[src/rtl/keypad_if.sv]
// Keypad scanner signal bundle: matrix strobes/returns plus the decoded entry outputs.
// The slave side is the scanner itself; the master side is the keypad/consumer.
interface keypad_if;
  logic [3:0]  row;
  logic        clear;
  logic [3:0]  col;
  logic        keyValid;
  logic [3:0]  keyCode;
  logic        keyHeld;
  logic [15:0] number;

  modport master (output row, clear, input col, keyValid, keyCode, keyHeld, number);
  modport slave  (input row, clear, output col, keyValid, keyCode, keyHeld, number);
endinterface

[src/rtl/keypad_scanner.sv]
// 4x4 matrix keypad scanner: column strobing, per-scan accumulation, scan-level debounce,
// hex decode and a 4-digit shift-in entry register for the seven-segment display.
module keypad_scanner #(
  parameter int unsigned SCAN_DIV       = 100000,
  parameter int unsigned DEBOUNCE_SCANS = 4
) (
  input logic     clk,
  input logic     rst_n,
  keypad_if.slave kp
);
  localparam int unsigned   DW       = (SCAN_DIV > 1) ? $clog2(SCAN_DIV) : 1;
  localparam int unsigned   CW       = $clog2(DEBOUNCE_SCANS + 1);
  localparam logic [DW-1:0] DIV_LAST = DW'(SCAN_DIV - 1);
  localparam logic [CW-1:0] DEB_LAST = CW'(DEBOUNCE_SCANS - 1);
  localparam bit            DEB1     = (DEBOUNCE_SCANS == 1);

  typedef enum logic [1:0] {S_IDLE, S_DEBOUNCE, S_PRESSED, S_RELEASE} state_e;

  logic [3:0]    row_meta_q, row_sync_q;
  logic [DW-1:0] div_q;
  logic [1:0]    col_q;
  logic [1:0]    acc_cnt_q;
  logic [3:0]    acc_code_q;
  state_e        state_q;
  logic [3:0]    cand_q;
  logic [CW-1:0] cnt_q;
  logic          valid_q, held_q;
  logic [3:0]    code_q;
  logic [15:0]   number_q;

  logic          tick, eos, accept;
  logic [2:0]    col_hits, hit_sum;
  logic [3:0]    col_code;
  logic [1:0]    scan_cnt;
  logic [3:0]    scan_code;

  function automatic logic [3:0] key_code(input logic [1:0] r, input logic [1:0] c);
    case ({r, c})
      4'h0: key_code = 4'h1;  4'h1: key_code = 4'h2;  4'h2: key_code = 4'h3;  4'h3: key_code = 4'hA;
      4'h4: key_code = 4'h4;  4'h5: key_code = 4'h5;  4'h6: key_code = 4'h6;  4'h7: key_code = 4'hB;
      4'h8: key_code = 4'h7;  4'h9: key_code = 4'h8;  4'hA: key_code = 4'h9;  4'hB: key_code = 4'hC;
      4'hC: key_code = 4'hE;  4'hD: key_code = 4'h0;  4'hE: key_code = 4'hF;  default: key_code = 4'hD;
    endcase
  endfunction

  assign tick = (div_q == DIV_LAST);
  assign eos  = tick && (col_q == 2'd3);

  // Scan result folds in the current column's sample so the column-3 tick sees the full scan.
  always_comb begin
    col_hits = '0;
    col_code = '0;
    for (int unsigned r = 0; r < 4; r++) begin
      if (!row_sync_q[r]) begin
        col_hits = col_hits + 3'd1;
        col_code = key_code(2'(r), col_q);
      end
    end
    hit_sum   = {1'b0, acc_cnt_q} + col_hits;
    scan_cnt  = (hit_sum >= 3'd2) ? 2'd2 : hit_sum[1:0];
    scan_code = (col_hits != 3'd0) ? col_code : acc_code_q;
    accept    = eos && (scan_cnt == 2'd1) &&
                ((state_q == S_IDLE && DEB1) ||
                 (state_q == S_DEBOUNCE && scan_code == cand_q && cnt_q == DEB_LAST));
  end

  always_ff @(posedge clk or negedge rst_n) begin
    if (!rst_n) begin
      row_meta_q <= '1;
      row_sync_q <= '1;
      div_q      <= '0;
      col_q      <= '0;
      acc_cnt_q  <= '0;
      acc_code_q <= '0;
    end else begin
      row_meta_q <= kp.row;
      row_sync_q <= row_meta_q;
      div_q      <= tick ? '0 : div_q + DW'(1);
      if (tick) begin
        col_q <= col_q + 2'd1;
        if (eos) begin
          acc_cnt_q  <= '0;
          acc_code_q <= '0;
        end else begin
          acc_cnt_q  <= scan_cnt;
          acc_code_q <= scan_code;
        end
      end
    end
  end

  always_ff @(posedge clk or negedge rst_n) begin
    if (!rst_n) begin
      state_q  <= S_IDLE;
      cand_q   <= '0;
      cnt_q    <= '0;
      valid_q  <= 1'b0;
      held_q   <= 1'b0;
      code_q   <= '0;
      number_q <= '0;
    end else begin
      valid_q <= 1'b0;
      if (kp.clear) number_q <= '0;
      if (accept) begin
        state_q <= S_PRESSED;
        code_q  <= scan_code;
        valid_q <= 1'b1;
        held_q  <= 1'b1;
        if (!kp.clear) number_q <= {number_q[11:0], scan_code};
      end else if (eos) begin
        case (state_q)
          S_IDLE: if (scan_cnt == 2'd1) begin
            state_q <= S_DEBOUNCE;
            cand_q  <= scan_code;
            cnt_q   <= CW'(1);
          end
          S_DEBOUNCE: begin
            if (scan_cnt != 2'd1) begin
              state_q <= S_IDLE;
            end else if (scan_code == cand_q) begin
              cnt_q <= cnt_q + CW'(1);
            end else begin
              cand_q <= scan_code;
              cnt_q  <= CW'(1);
            end
          end
          S_PRESSED: if (scan_cnt == 2'd0) begin
            if (DEB1) begin
              state_q <= S_IDLE;
              held_q  <= 1'b0;
            end else begin
              state_q <= S_RELEASE;
              cnt_q   <= CW'(1);
            end
          end
          S_RELEASE: begin
            if (scan_cnt != 2'd0) begin
              state_q <= S_PRESSED;
            end else if (cnt_q == DEB_LAST) begin
              state_q <= S_IDLE;
              held_q  <= 1'b0;
            end else begin
              cnt_q <= cnt_q + CW'(1);
            end
          end
          default: state_q <= S_IDLE;
        endcase
      end
    end
  end

  assign kp.col      = ~(4'b1000 >> col_q);
  assign kp.keyValid = valid_q;
  assign kp.keyCode  = code_q;
  assign kp.keyHeld  = held_q;
  assign kp.number   = number_q;
endmodule

[src/flat_wrapper.sv]
// flat-port wrapper written by rule: the top's interface ports become plain ports
module keypad_scanner_flat 
#(
  parameter int unsigned SCAN_DIV       = 100000,
  parameter int unsigned DEBOUNCE_SCANS = 4
)
  (clk, rst_n, kp_row, kp_clear, kp_col, kp_keyValid, kp_keyCode, kp_keyHeld, kp_number);
  keypad_if kp_i ();
  input logic clk;
  input logic rst_n;
  input wire logic [$bits(kp_i.row)-1:0] kp_row;
  input wire logic [$bits(kp_i.clear)-1:0] kp_clear;
  output wire logic [$bits(kp_i.col)-1:0] kp_col;
  output wire logic [$bits(kp_i.keyValid)-1:0] kp_keyValid;
  output wire logic [$bits(kp_i.keyCode)-1:0] kp_keyCode;
  output wire logic [$bits(kp_i.keyHeld)-1:0] kp_keyHeld;
  output wire logic [$bits(kp_i.number)-1:0] kp_number;
  assign kp_i.row = kp_row;
  assign kp_i.clear = kp_clear;
  assign kp_col = kp_i.col;
  assign kp_keyValid = kp_i.keyValid;
  assign kp_keyCode = kp_i.keyCode;
  assign kp_keyHeld = kp_i.keyHeld;
  assign kp_number = kp_i.number;
  keypad_scanner #(.SCAN_DIV(SCAN_DIV), .DEBOUNCE_SCANS(DEBOUNCE_SCANS)) u_core (.clk(clk), .rst_n(rst_n), .kp(kp_i));
endmodule
[config.mk]
export PLATFORM = sky130hd
export DESIGN_NAME = keypad_scanner_flat
export DESIGN_NICKNAME = d
export VERILOG_FILES = /design/src/rtl/keypad_if.sv /design/src/rtl/keypad_scanner.sv /design/src/flat_wrapper.sv
export SDC_FILE = /design/constraint.sdc
export NUM_CORES = 1
export LEC_CHECK = 0
export CORE_ASPECT_RATIO = 1.2
export CORE_MARGIN = 8
export CORE_UTILIZATION = 55
export DETAILED_ROUTE_END_ITERATION = 16
export PLACE_DENSITY = 0.77
export RECOVER_POWER = 25
export SYNTH_ARGS = -nofsm -noshare
export SYNTH_HDL_FRONTEND = slang
export SYNTH_SLANG_ARGS = --single-unit
[constraint.sdc]
create_clock -name clk -period 5.35 [get_ports clk]
set_clock_uncertainty 0.15 [all_clocks]
set_input_delay 1.07 -clock clk [delete_from_list [all_inputs] [get_ports clk]]
set_output_delay 1.07 -clock clk [all_outputs]
set_load 0.005 [all_outputs]
; After elaboration in Yosys (flattened, before gate mapping)
; Index checks and enable logic that the tools add are counted.
[word_totals]
ff_bits = 64
input_bits = 7
output_inout_bits = 26
wordCells = 109
[op_classes]
add_sub_neg = 7
magnitude_cmp = 1
n_eq_ne = 22
shift = 1
mux = 45
bitwise = 2
n_reduce_logical = 18
[ops]
columns = cell, n
row1 = 16-bit two-way mux, 3
row2 = 4-bit one-hot mux with 4 select lines, 3
row3 = 4-bit two-way mux, 9
row4 = 3-bit two-way mux, 9
row5 = 2-bit two-way mux, 9
row6 = 17-bit by 1-bit adder with 17-bit output (second input constant), 1
row7 = 17-bit equality test (second input constant), 1
row8 = 17-bit two-way mux, 1
row9 = 3-bit one-hot mux with 4 select lines, 1
row10 = 4-bit one-hot mux with 3 select lines, 1
row11 = 2-bit nonzero test, 5
row12 = 3-bit by 1-bit adder with 3-bit output (second input constant), 3
row13 = 2-bit equality test (second input constant), 4
row14 = 2-bit by 1-bit inequality test with 1-bit output (second input constant), 4
row15 = 2-bit inequality test (second input constant), 4
row16 = 2-bit one-hot mux with 4 select lines, 1
row17 = 4-bit one-hot mux with 2 select lines, 1
row18 = 1-bit two-way mux, 7
row19 = 7-bit AND reduction, 1
row20 = 2-bit by 1-bit equality test with 1-bit output (second input constant), 3
row21 = 2-bit logical NOT, 3
row22 = 3-bit by 1-bit inequality test with 1-bit output (second input constant), 2
row23 = 6-bit AND reduction, 1
row24 = 1-bit logical AND, 5
row25 = 14 further kinds, 14

; Depth between registers and ports, before layout
; Gate-level depths: netlist of the first run.
[logic_depth]
word_depth = 15
ltp_mapped = 16
depth_no_buf = 15

; Least setup slack after synthesis of the first run
; Ideal clock, no wire load.
[synth_path]
path_kind = register to register
from = register u_core.row_sync_q[1]
to = register u_core.number_q[10] (netlist: u_core.kp.number[10])
setup_time_ns = 0.132
arrival_time_ns = 3.693
required_time_ns = 5.068
slack_ns = 1.376
stages_incl_launch_ff = 16
path_buffers = 1
period_less_slack_ns = 3.974
cell_sequence = dfstp_2 inv_1 ha_1 xnor2_1 ha_1 nor2b_1 a31o_1 fa_1 xnor3_4 nand2b_1 nor2_1 and4_1 nand4_1 buf_4 mux2i_1 nor2_1
[synth_between]
elab_chain_cells = 12
word_cells_on_any_way = 20
cone_classes = add/sub: 3 / order compare: 1 / eq/ne: 2 / mux: 9 / reduce/logical: 5
[synth_lines]
columns = element, line
row1 = from (decl), keypad_scanner.sv:19  ; logic [3:0] row_meta_q, row_sync_q;
row2 = from (signal assigned), keypad_scanner.sv:77  ; row_sync_q <= row_meta_q;
row3 = 3-bit two-way mux, keypad_scanner.sv:54  ; if (!row_sync_q[r]) begin
row4 = 3-bit by 1-bit adder with 3-bit output, keypad_scanner.sv:55  ; col_hits = col_hits + 3'd1;
row5 = 3-bit two-way mux, keypad_scanner.sv:54
row6 = 3-bit by 1-bit adder with 3-bit output, keypad_scanner.sv:55
row7 = 3-bit two-way mux, keypad_scanner.sv:54
row8 = 2-bit by 3-bit adder with 3-bit output / 3-bit nonzero test (equally long branches), "keypad_scanner.sv:59, keypad_scanner.sv:61"
row9 = 3-bit by 2-bit >= comparator with 1-bit output / 4-bit two-way mux (equally long branches), "keypad_scanner.sv:60, keypad_scanner.sv:61"
row10 = 2-bit two-way mux / 4-bit equality test (equally long branches), "keypad_scanner.sv:60, keypad_scanner.sv:64"
row11 = 2-bit by 1-bit equality test with 1-bit output / 1-bit logical AND (equally long branches), "keypad_scanner.sv:62, keypad_scanner.sv:64"
row12 = "1-bit logical AND, on equally long branches", "keypad_scanner.sv:62, keypad_scanner.sv:64"
row13 = 1-bit logical AND *, keypad_scanner.sv:62  ; accept = eos && (scan_cnt == 2'd1) &&
row14 = 16-bit two-way mux *, keypad_scanner.sv:104  ; if (accept) begin
row15 = to (signal assigned), keypad_scanner.sv:109  ; if (!kp.clear) number_q <= {number_q[11:0], scan_code};
row16 = to (decl), keypad_scanner.sv:29  ; logic [15:0] number_q;
; Mark *: on every way between the ends. The rest lies on a longest branch, timed or not.
; A chain may end at the register's enable or synchronous reset.

; Worst setup path after layout of the first run
[layout_path]
from = register u_core.row_sync_q[1]
to = register u_core.code_q[0] (netlist: u_core.kp.keyCode[0])
[layout_between]
elab_chain_cells = 11
word_cells_on_any_way = 19
cone_classes = add/sub: 3 / order compare: 1 / eq/ne: 2 / mux: 8 / reduce/logical: 5
[layout_lines]
columns = element, line
row1 = 3-bit two-way mux, keypad_scanner.sv:54
row2 = 3-bit by 1-bit adder with 3-bit output, keypad_scanner.sv:55
row3 = 3-bit two-way mux, keypad_scanner.sv:54
row4 = 3-bit by 1-bit adder with 3-bit output, keypad_scanner.sv:55
row5 = 3-bit two-way mux, keypad_scanner.sv:54
row6 = 2-bit by 3-bit adder with 3-bit output / 3-bit nonzero test (equally long branches), "keypad_scanner.sv:59, keypad_scanner.sv:61"
row7 = 3-bit by 2-bit >= comparator with 1-bit output / 4-bit two-way mux (equally long branches), "keypad_scanner.sv:60, keypad_scanner.sv:61"
row8 = 2-bit two-way mux / 4-bit equality test (equally long branches), "keypad_scanner.sv:60, keypad_scanner.sv:64"
row9 = 2-bit by 1-bit equality test with 1-bit output / 1-bit logical AND (equally long branches), "keypad_scanner.sv:62, keypad_scanner.sv:64"
row10 = "1-bit logical AND, on equally long branches", "keypad_scanner.sv:62, keypad_scanner.sv:64"
row11 = 1-bit logical AND, keypad_scanner.sv:62
row12 = to (signal assigned), keypad_scanner.sv:106  ; code_q <= scan_code;
row13 = to (decl), keypad_scanner.sv:28  ; logic [3:0] code_q;
; Parallel ways exist; a longest one is shown, timed or not.

==> results of run 1 <==
[cell type report]
cell class,instances,area [um2]
clock inverters,6,43.8
flip-flops and latches,64,1610
inverters,21,78.8
well taps,82,103
repair buffers,34,327
fillers,495,2070
clock buffers,10,138
multi-input cells,211,1570
[worst max-delay path, stage by stage, from the launching register on]
cell      delay (ns)
dfstp_2         0.56
inv_1           0.08
ha_1            0.33
xnor2_1         0.32
ha_1            0.28
nor2b_1         0.13
a31o_1          0.21
fa_1            0.36
xnor3_4         0.43
nand2b_1        0.20
nor2_1          0.11
and4_1          0.21
nand4_1         0.08
buf_4           0.32
mux2_2          0.37
[how the worst max path moves through the flow]
| stage | startpoint | cells after the start | to | slack (ns) |
|---|---|---|---|---|
| floorplan | u_core.row_sync_q[1] | 15 | u_core.kp.number[10] | 1.38 |
| CTS | u_core.row_sync_q[1] | 14 | u_core.kp.keyCode[0] | 1.10 |
| detailed placement | u_core.row_sync_q[1] | 14 | u_core.kp.keyCode[0] | 1.11 |
| global route | rst_n | 2 | u_core.cnt_q[0] | 0.64 |
| finish | u_core.row_sync_q[1] | 14 | u_core.kp.keyCode[0] | 1.10 |
| global placement | u_core.row_sync_q[1] | 14 | u_core.kp.keyCode[0] | 1.21 |
[cell usage in the layout (no fill, tap or decap), types with 2 or more instances in the layout]
cell type and instances:
nor4bb_1 2, xnor2_1 11, xor2_1 7, clkdlybuf4s50_1 27
or3_1 2, and3_2 2, dfrtp_1 56, clkinv_2 2
nand2b_1 6, o21ai_0 13, nor2_1 35, mux2_1 4
a22o_1 6, nand2_1 17, nor3_1 6, clkbuf_8 10
and4_1 3, inv_1 21, nor2b_1 4, a211oi_1 3
dfstp_2 8, a21boi_0 2, a21oi_1 6, and3_1 2
ha_1 16, dlygate4sd3_1 4, clkinv_4 2, mux2i_1 14
nand4_1 3, nand3_1 8, a31oi_1 2, mux2_2 5
[logic make-up after synthesis]
family	after synthesis	share of synthesized area, %
flip-flops	64	48.3
AO/OA/AOI/OAI	48	10.6
XOR/XNOR	19	5.52
multiplexers	24	7.69
AND/OR/NAND/NOR	103	16.5
adder cells (fa/ha/maj)	17	6.60
buffers and inverters	30	4.69
[registers in the layout, indices dropped and copies added (netlist names)]
signal              count
u_core.acc_cnt_q        2
u_core.row_meta_q       4
u_core.kp.keyCode       4
u_core.div_q           17
u_core.acc_code_q       4
u_core.kp.number       16
u_core.cand_q           4
u_core.kp.keyValid      1
u_core.cnt_q            3
u_core.state_q          2
u_core.row_sync_q       4
u_core.col_q            2
u_core.kp.keyHeld       1
[cells in the mapped netlist, types with 3 or more instances]
master	count
dfrtp_1	56
nor2_1	35
inv_1	21
nand2_1	17
ha_1	16
mux2i_1	14
o21ai_0	13
xnor2_1	11
dfstp_2	8
nand3_1	8
xor2_1	7
a21oi_1	6
a22o_1	6
nand2b_1	6
nor3_1	6
mux2_2	5
mux2_1	4
nor2b_1	4
a211oi_1	3
and4_1	3
buf_2	3
nand4_1	3
[layer usage]
metal / vias up / GRT usage (%) / share of wire [%]
li1: 1124 / - / -
met1: 1144 / 18.8 / 45
met2: 40 / 25.7 / 50
met3: 11 / 3.33 / 3.1
met4: 0 / 7.30 / 2.0
met5: - / 0 / 0
[through the flow]
stage / util [%] / hold WS (ns) / power (uW) / cell area, um2 / std cells
global route: 65.1 / 0.209 / 974 / 3870 / 428
global placement: 62.2 / 0.197 / 569 / 3690 / 412
detailed placement: 62.2 / 0.198 / 570 / 3690 / 412
floorplan: - / 0.195 / 546 / 3330 / 305
finish: 65.1 / 0.206 / 938 / 3870 / 428
CTS: 65.2 / 0.207 / 949 / 3870 / 428
[where the power goes]
part	internal (uW)	total, uW	switching, uW
registers	489	493	4.07
clock network	182	378	196
logic	26.9	66.7	39.9
total	698	938	240
==> run_results.csv, run 1 <==
group,metric,value,unit
synthesis,ys_top_cells_by_area,"dfrtp_1, dfstp_2, ha_1",
worst_setup_path,path_max_fanout,25,
min_path,hold_depth,0,
detailed_routing,vias,2319,
synthesis,post-synth-top-area-cell,"dfrtp_1",
worst_setup_path,r2r-end,"u_core.kp.keyCode[0]",
detailed_routing,drt_iter0_markers,125,
worst_setup_path,path_class,"register to register",
worst_setup_path,worstPathArrival,4.34,ns
sta,fin_crit_sh,79.5,%
cells_and_area,antenna_cells,0,
detailed_routing,drtPass1Iterations,4,
status,violations,"max-capacitance violations, max-slew violations",
worst_setup_path,required,5.43,ns
synthesis,avgSynthCellArea,10.9,um2
worst_setup_path,r2r_start,"u_core.row_sync_q[1]",
clock_network,clockBufferDepth,2,
clock_network,cts_max_level,3,
synthesis,seq_area_frac_synth,48.3,%
sta,setup_viol,0,
clock_network,cts_tree,"yes",
sta,rsz0062_at_grt,"false",
cells_and_area,area_growth,15.9,%
pwr,powerDensity,243,mW/mm2
detailed_routing,routedWlPerCell,14.5,um
cells_and_area,drive_gt1_share,13.6,%
clock_network,postCtsSetupBuffers,0,
global_routing,grt_pass1_wl,10800,um
cells_and_area,num-nets-final,365,
placement,port_buffers,32,
pwr,p_leak,0.00183,uW
detailed_routing,vias_per_cell,5.42,
detailed_routing,finalWirelength,6190,um
sta,final_hold_viol_count,0,
worst_setup_path,reg2reg_depth,14,
clock_network,clock_latency,0.34,ns
worst_setup_path,crit_path_end_kind,"register",
detailed_routing,ant_nets,0,
status,outcome,"complete, but fails checks",
clock_network,cts_hold_buf,0,
synthesis,synth-seq-cells,64,
sta,fmax,235,MHz
clock_network,cts-root-buf,"clkbuf_8",
synthesis,synth_cell_type_count,64,
synthesis,ys.flop_type,"dfrtp_1",
global_routing,antenna_found_initial,0,
synthesis,syn-num-nets,329,
sta,slew_headroom,-120,%
global_routing,grt_use_total,15.5,%
min_path,min_to,"u_core.row_sync_q[3]",
die,ios,33,
sta,worstMarginPinSlew,3.30,ns
die,start_util,56.2,%
synthesis,synth_area,0.00333,mm2
die,die_x,87.1,um
die,die_h,101,um
min_path,min_path_type,"register to register",
synthesis,synth_edf_count,0,
pwr,peakVddDrop,154,uV
min_path,hold_start,"u_core.row_meta_q[3]",
clock_network,clkSinkCount,64,
placement,pre_cts_slack,1.11,ns
detailed_routing,drc,0,
sta,fin_ws,1.10,ns
job,maxCapViolCount,1,
die,die_area,0.00882,mm2
die,core,0.00593,mm2
global_routing,gr-total-overflow,0,
clock_network,cts_buffers,9,
worst_setup_path,startpoint_type,"register",
synthesis,synth_top_area_share,42.0,%
clock_network,cts-resized-gates,0,
placement,gp_congestion,0.820,
synthesis,ys_warn_count,0,
worst_setup_path,r2r_setup_slack,1.10,ns
clock_network,clk_pin_slew,0.08,ns
global_routing,grt_max_degree,65,
synthesis,netlist_instances,305,
placement,hpwl,4390,um
sta,tns,0,ns
sta,fin_crit,4.25,ns
sta,slew_viol_final,65,
die,rows,31,
global_routing,grt_pass1_vias,2363,
synthesis,async_reset_ff_share,100,%
Note: power is estimated with default switching activity, not from simulation.
==> run 2, diff against run 1 <==
Clock period 5.35 ns to 4.4 ns, I/O delays scaled along.
==> run 2 against run 1 <==
  * The run still ends with max-capacitance violations, max-slew violations left
  * Sequential share of layout area is 0.90 points lower
  * Die area stayed put
  * Total power is 40% higher
  * Clock-buffer cell count stayed put
  * Flip-flop and latch count stayed put
  * Largest cell class unchanged
  * Highest routed layer unchanged
==> run_results.csv, run 2 (synthesis gave the netlist of run 1 again) <==
group,metric,value,unit
worst_setup_path,crit_path_max_incr_delay,0.56,ns
worst_setup_path,path_max_fanout,6,
clock_network,cts_tree,"yes",
status,outcome,"complete, but fails checks",
die,core,0.00593,mm2
worst_setup_path,r2r_start,"u_core.row_sync_q[1]",
placement,dpl.cell_count,412,
sta,final_hold_viol_count,0,
detailed_routing,vias_per_cell,5.47,
pwr,peakVddDrop,226,uV
worst_setup_path,crit_chain,"inv_1 > ha_1 > xnor2_2 > ha_1 > nor2b_1 > a31o_1 > fa_1 > xnor3_4 > nand2b_1 > or2_4 > a2111oi_4 > mux2_1",
global_routing,grt_max_degree,38,
clock_network,cts-root-buf,"clkbuf_8",
clock_network,cts_max_level,3,
sta,fmax,239,MHz
sta,fin_ws,0.224,ns
global_routing,grt_use_total,16.1,%
placement,port_buffers,32,
status,violations,"max-capacitance violations, max-slew violations",
global_routing,antenna_found_initial,0,
global_routing,grt_pass1_vias,2375,
cells_and_area,area_growth,18.5,%
cells_and_area,final_cell_mix,"dfrtp_1, nor2_1, clkdlybuf4s50_1",
pwr,p_leak,0.00187,uW
die,die_x,87.1,um
detailed_routing,vias,2342,
sta,fin_crit,4.18,ns
cells_and_area,antenna_cells,0,
cells_and_area,largest_register_ffs,17,
cells_and_area,fin_area,0.00395,mm2
worst_setup_path,startpoint_type,"register",
worst_setup_path,crit_start,"u_core.row_sync_q[1]",
worst_setup_path,path_buf_inv,1,
die,die_h,101,um
placement,pre_cts_slack,0.140,ns
cells_and_area,num-nets-final,365,
worst_setup_path,crit_top_cell,"ha_1",
cells_and_area,fill_cells,454,
clock_network,clkSinkCount,64,
worst_setup_path,cp_top_family,"adder cells",
pwr,powerDensity,332,mW/mm2
sta,slew_viol_final,38,
die,die_area,0.00882,mm2
worst_setup_path,path_class,"register to register",
worst_setup_path,required,4.47,ns
placement,placed_cell_area,0.00369,mm2
worst_setup_path,crit_path_end_kind,"register",
cells_and_area,seq_area,0.00161,mm2
detailed_routing,finalWirelength,6410,um
min_path,min_path_type,"register to register",
detailed_routing,drc,0,
job,maxCapViolCount,1,
cells_and_area,drive_gt1_share,13.9,%
clock_network,clock_latency,0.34,ns
placement,hpwl,4610,um
cells_and_area,fin_cells,428,
min_path,hold_start,"u_core.row_meta_q[2]",
cells_and_area,final_common_cell,"dfrtp_1",
detailed_routing,ant_nets,0,
cells_and_area,multi_input_area,0.00157,mm2
die,ios,33,
worst_setup_path,worstPathArrival,4.25,ns
clock_network,cts_hold_buf,0,
global_routing,gr-total-overflow,0,
sta,worstMarginPinSlew,1.98,ns
placement,gp_congestion,0.804,
sta,slew_headroom,-31.8,%
detailed_routing,routedWlPerCell,15.0,um
sta,fin_crit_sh,94.9,%
cells_and_area,largest_register,"u_core.div_q",
sta,setup_viol,0,
detailed_routing,drtPass1Iterations,4,
clock_network,cts_buffers,9,
worst_setup_path,cpMaxStageDelayCell,"dfstp_2",
global_routing,grt_pass1_wl,11100,um
clock_network,clockBufferDepth,2,
die,start_util,56.2,%
sta,tns,0,ns
detailed_routing,drt_iter0_markers,111,
die,rows,31,
clock_network,clk_pin_slew,0.07,ns
==> run 2: cell count changes in the layout (fill, tap and decap cells not counted) <==
| cell | delta |
|---|---|
| xnor2_1 | -1 |
| bufinv_16 | +3 |
| xnor2_2 | +1 |
| clkinv_4 | -1 |
| buf_6 | +1 |
| clkinv_2 | -2 |
| buf_2 | -1 |
==> run 2: timing repair <==
action                                  CTS  global route
endpoints found under the hold margin     0             0
resized for setup                         0             2
setup buffers                             0             0
endpoints found under the setup margin    0            24
==> run 2: area by class of cell <==
| cell class | instances | share of cell area [%] |
|---|---|---|
| multi-input combinational | 211 | 39.8 |
| timing repair buffer | 34 | 8.42 |
| inverter | 21 | 1.99 |
| clock inverter | 6 | 2.91 |
| tap | 82 | 2.60 |
| sequential | 64 | 40.8 |
| clock buffer | 10 | 3.48 |
==> run 2: metrics by stage <==
step,utilization (%),total power (uW),hold WS (ns)
after floorplan,-,664,0.195
after global placement,62.2,692,0.198
after detailed placement,62.2,694,0.197
after CTS,66.4,1330,0.207
after global routing,66.6,1360,0.215
final,66.6,1310,0.205
==> run 2: worst reg2reg max path, delay by kind of cell, from the launching register on <==
| family | cells | cell delay [ns] |
|---|---|---|
| fa+ha+maj | 3 | 0.97 |
| compound gates | 2 | 0.69 |
| mux | 1 | 0.38 |
| flops | 1 | 0.56 |
| simple gates | 3 | 0.55 |
| xor+xnor | 2 | 0.67 |
| buf+inv | 1 | 0.07 |
==> run 2: final timing paths <==
| check | end | slack [ns] | cells past startpoint |
|---|---|---|---|
| worst max-delay path | u_core.cand_q[0] | 0.22 | 12 |
| worst min register to register | u_core.row_sync_q[2] | 0.21 | 0 |
| min in group asynchronous | u_core.div_q[8] | 0.94 | 1 |
| worst min-delay path | u_core.row_sync_q[2] | 0.21 | 0 |
| worst max register to register | u_core.cand_q[0] | 0.22 | 12 |
| max in group asynchronous | u_core.kp.number[10] | 1.90 | 2 |
==> run 2: layer usage <==
layer | part of all wire, % | GRT usage [%] | vias up
li1 | - | - | 1135
met3 | 2.8 | 4.06 | 17
met4 | 2.7 | 8.63 | 0
met1 | 41 | 18.3 | 1152
met5 | 0 | 0 | -
met2 | 53 | 27.3 | 38
==> run 2: where the power goes <==
group          internal (uW)  switching [uW]
logic                   33.9            49.8
clock network            394             235
registers                595            4.96
==> run 3, diff against run 2 <==
--- a/config.mk
+++ b/config.mk
@@ -13,2 +13,3 @@
 export RECOVER_POWER = 25
+export SLEW_MARGIN = 10
 export SYNTH_ARGS = -nofsm -noshare
==> constraint.sdc (replaced) <==
create_clock -name clk -period 4.4 [get_ports clk]
set_clock_uncertainty 0.15 [all_clocks]
set_input_delay 1.32 -clock clk [delete_from_list [all_inputs] [get_ports clk]]
set_output_delay 1.32 -clock clk [all_outputs]
set_load 0.005 [all_outputs]
==> run 3 against run 2 <==
  * The flow still finishes with violations (max-capacitance violations, max-slew violations)
  * Cell count unchanged
  * Sequential power about the same
  * Die area unchanged
  * Register-to-register slack barely moved
  * Largest cell class unchanged
==> run_results.csv, run 3 (synthesis gave the netlist of run 1 again) <==
group,metric,value,unit
status,outcome,"complete, but fails checks",
status,violations,"max-capacitance violations, max-slew violations",
die,die_area,0.00882,mm2
global_routing,antenna_found_initial,0,
sta,worstMarginPinSlew,1.51,ns
sta,slew_viol_final,65,
global_routing,grt_pass1_wl,10600,um
detailed_routing,drtPass1Iterations,4,
die,start_util,56.2,%
clock_network,cts_hold_buf,0,
detailed_routing,finalWirelength,6100,um
cells_and_area,final_common_cell,"dfrtp_1",
pwr,clockPowerShare,39.8,%
clock_network,cts-root-buf,"clkbuf_8",
die,core,0.00593,mm2
sta,fin_crit_sh,94.6,%
placement,hpwl,4390,um
sta,fin_crit,4.16,ns
cells_and_area,drive_gt1_share,13.3,%
global_routing,grt_max_degree,65,
pwr,p_switching,269,uW
placement,gp_congestion,0.881,
pwr,powerDensity,292,mW/mm2
clock_network,clockBufferDepth,2,
clock_network,cts_tree,"yes",
pwr,comb_power_share,7.2,%
sta,final_hold_viol_count,0,
global_routing,grt_pass1_vias,2322,
die,die_x,87.1,um
sta,holdWs,0.206,ns
job,maxCapViolCount,1,
clock_network,clock_latency,0.34,ns
cells_and_area,area_growth,16.1,%
sta,slew_headroom,-0.872,%
pwr,p_int,862,uW
die,rows,31,
sta,setup_viol,0,
worst_setup_path,worstPathArrival,4.23,ns
detailed_routing,vias,2295,
clock_network,cts_max_level,3,
worst_setup_path,path_max_fanout,6,
cells_and_area,largest_register,"u_core.div_q",
die,ios,33,
global_routing,grt_use_total,15.2,%
worst_setup_path,crit_path_end_kind,"register",
cells_and_area,final_cell_mix,"dfrtp_1, nor2_1, clkdlybuf4s50_1",
detailed_routing,ant_nets,0,
cells_and_area,num-nets-final,365,
die,die_h,101,um
clock_network,clk_pin_slew,0.06,ns
worst_setup_path,startpoint_type,"register",
pwr,p_leak,0.00183,uW
pwr,seq_power_share,53.0,%
placement,port_buffers,32,
clock_network,clkSinkCount,64,
detailed_routing,drt_iter0_markers,106,
sta,tns,0,ns
sta,fmax,240,MHz
worst_setup_path,required,4.47,ns
clock_network,cts-resized-gates,0,
cells_and_area,antenna_cells,0,
min_path,min_path_type,"register to register",
worst_setup_path,path_class,"register to register",
pwr,peakVddDrop,261,uV
detailed_routing,drc,0,
pwr,switching_share,23.8,%
global_routing,gr-total-overflow,0,
clock_network,cts_buffers,9,
clock_network,postCtsSetupBuffers,0,
detailed_routing,vias_per_cell,5.36,
detailed_routing,routedWlPerCell,14.3,um
cells_and_area,largest_register_ffs,17,
sta,rsz0062_at_grt,"false",
[run 3: power groups by stage]
stage	registers, uW	clock network (uW)	logic [uW]
6_report	600	450	81.4
5_1_grt	601	488	91.3
4_1_cts	600	459	82.7
3_5_place_dp	611	0	82.3
3_3_place_gp	610	0	81.1
2_1_floorplan	608	0	55.6
[run 3: per-layer routing]
layer / global-route usage, % / up-vias / share of wire (%)
met5: 0 / - / 0
met1: 17.6 / 1130 / 44
met3: 3.41 / 11 / 2.5
li1: - / 1134 / -
met2: 25.7 / 20 / 52
met4: 8.10 / 0 / 2.0
[run 3: cell type report]
type / count / area (um2)
flip-flops and latches: 64 / 1610
clock inverters: 3 / 17.5
well taps: 82 / 103
repair buffers: 34 / 332
fillers: 485 / 2060
clock buffers: 13 / 159
multi-input cells: 211 / 1570
inverters: 21 / 78.8
[run 3: final timing paths]
path / from / endpoint / slack (ns) / cells past startpoint
setup / recovery: u_core.row_sync_q[1] / u_core.cand_q[3] / 0.24 / 12
hold / removal: u_core.row_meta_q[2] / u_core.row_sync_q[2] / 0.21 / 0
setup reg to reg: u_core.row_sync_q[1] / u_core.cand_q[3] / 0.24 / 12
hold reg to reg: u_core.row_meta_q[2] / u_core.row_sync_q[2] / 0.21 / 0
max in group asynchronous: rst_n / u_core.cnt_q[0] / 1.91 / 2
min in group asynchronous: rst_n / u_core.div_q[9] / 1.28 / 2
[run 3: worst max-delay path: stages (launching register included)]
cell and delay (ns):
dfstp_2 0.56, inv_1 0.08, ha_1 0.35, xnor2_2 0.24
ha_1 0.26, nor2b_1 0.13, a31o_1 0.23, fa_1 0.36
xnor3_4 0.42, nand2b_1 0.13, or2_4 0.29, a2111oi_4 0.47
mux2_1 0.37
[run 3: through the flow]
step	setup WS, ns	util, %	cells	total power (uW)	instance area, um2
floorplan	0.426	-	305	664	3330
global placement	0.264	62.2	412	692	3690
detailed placement	0.127	62.2	412	693	3690
CTS	0.103	65.1	428	1140	3870
global route	0.0313	65.2	428	1180	3870
finish	0.238	65.2	428	1130	3870
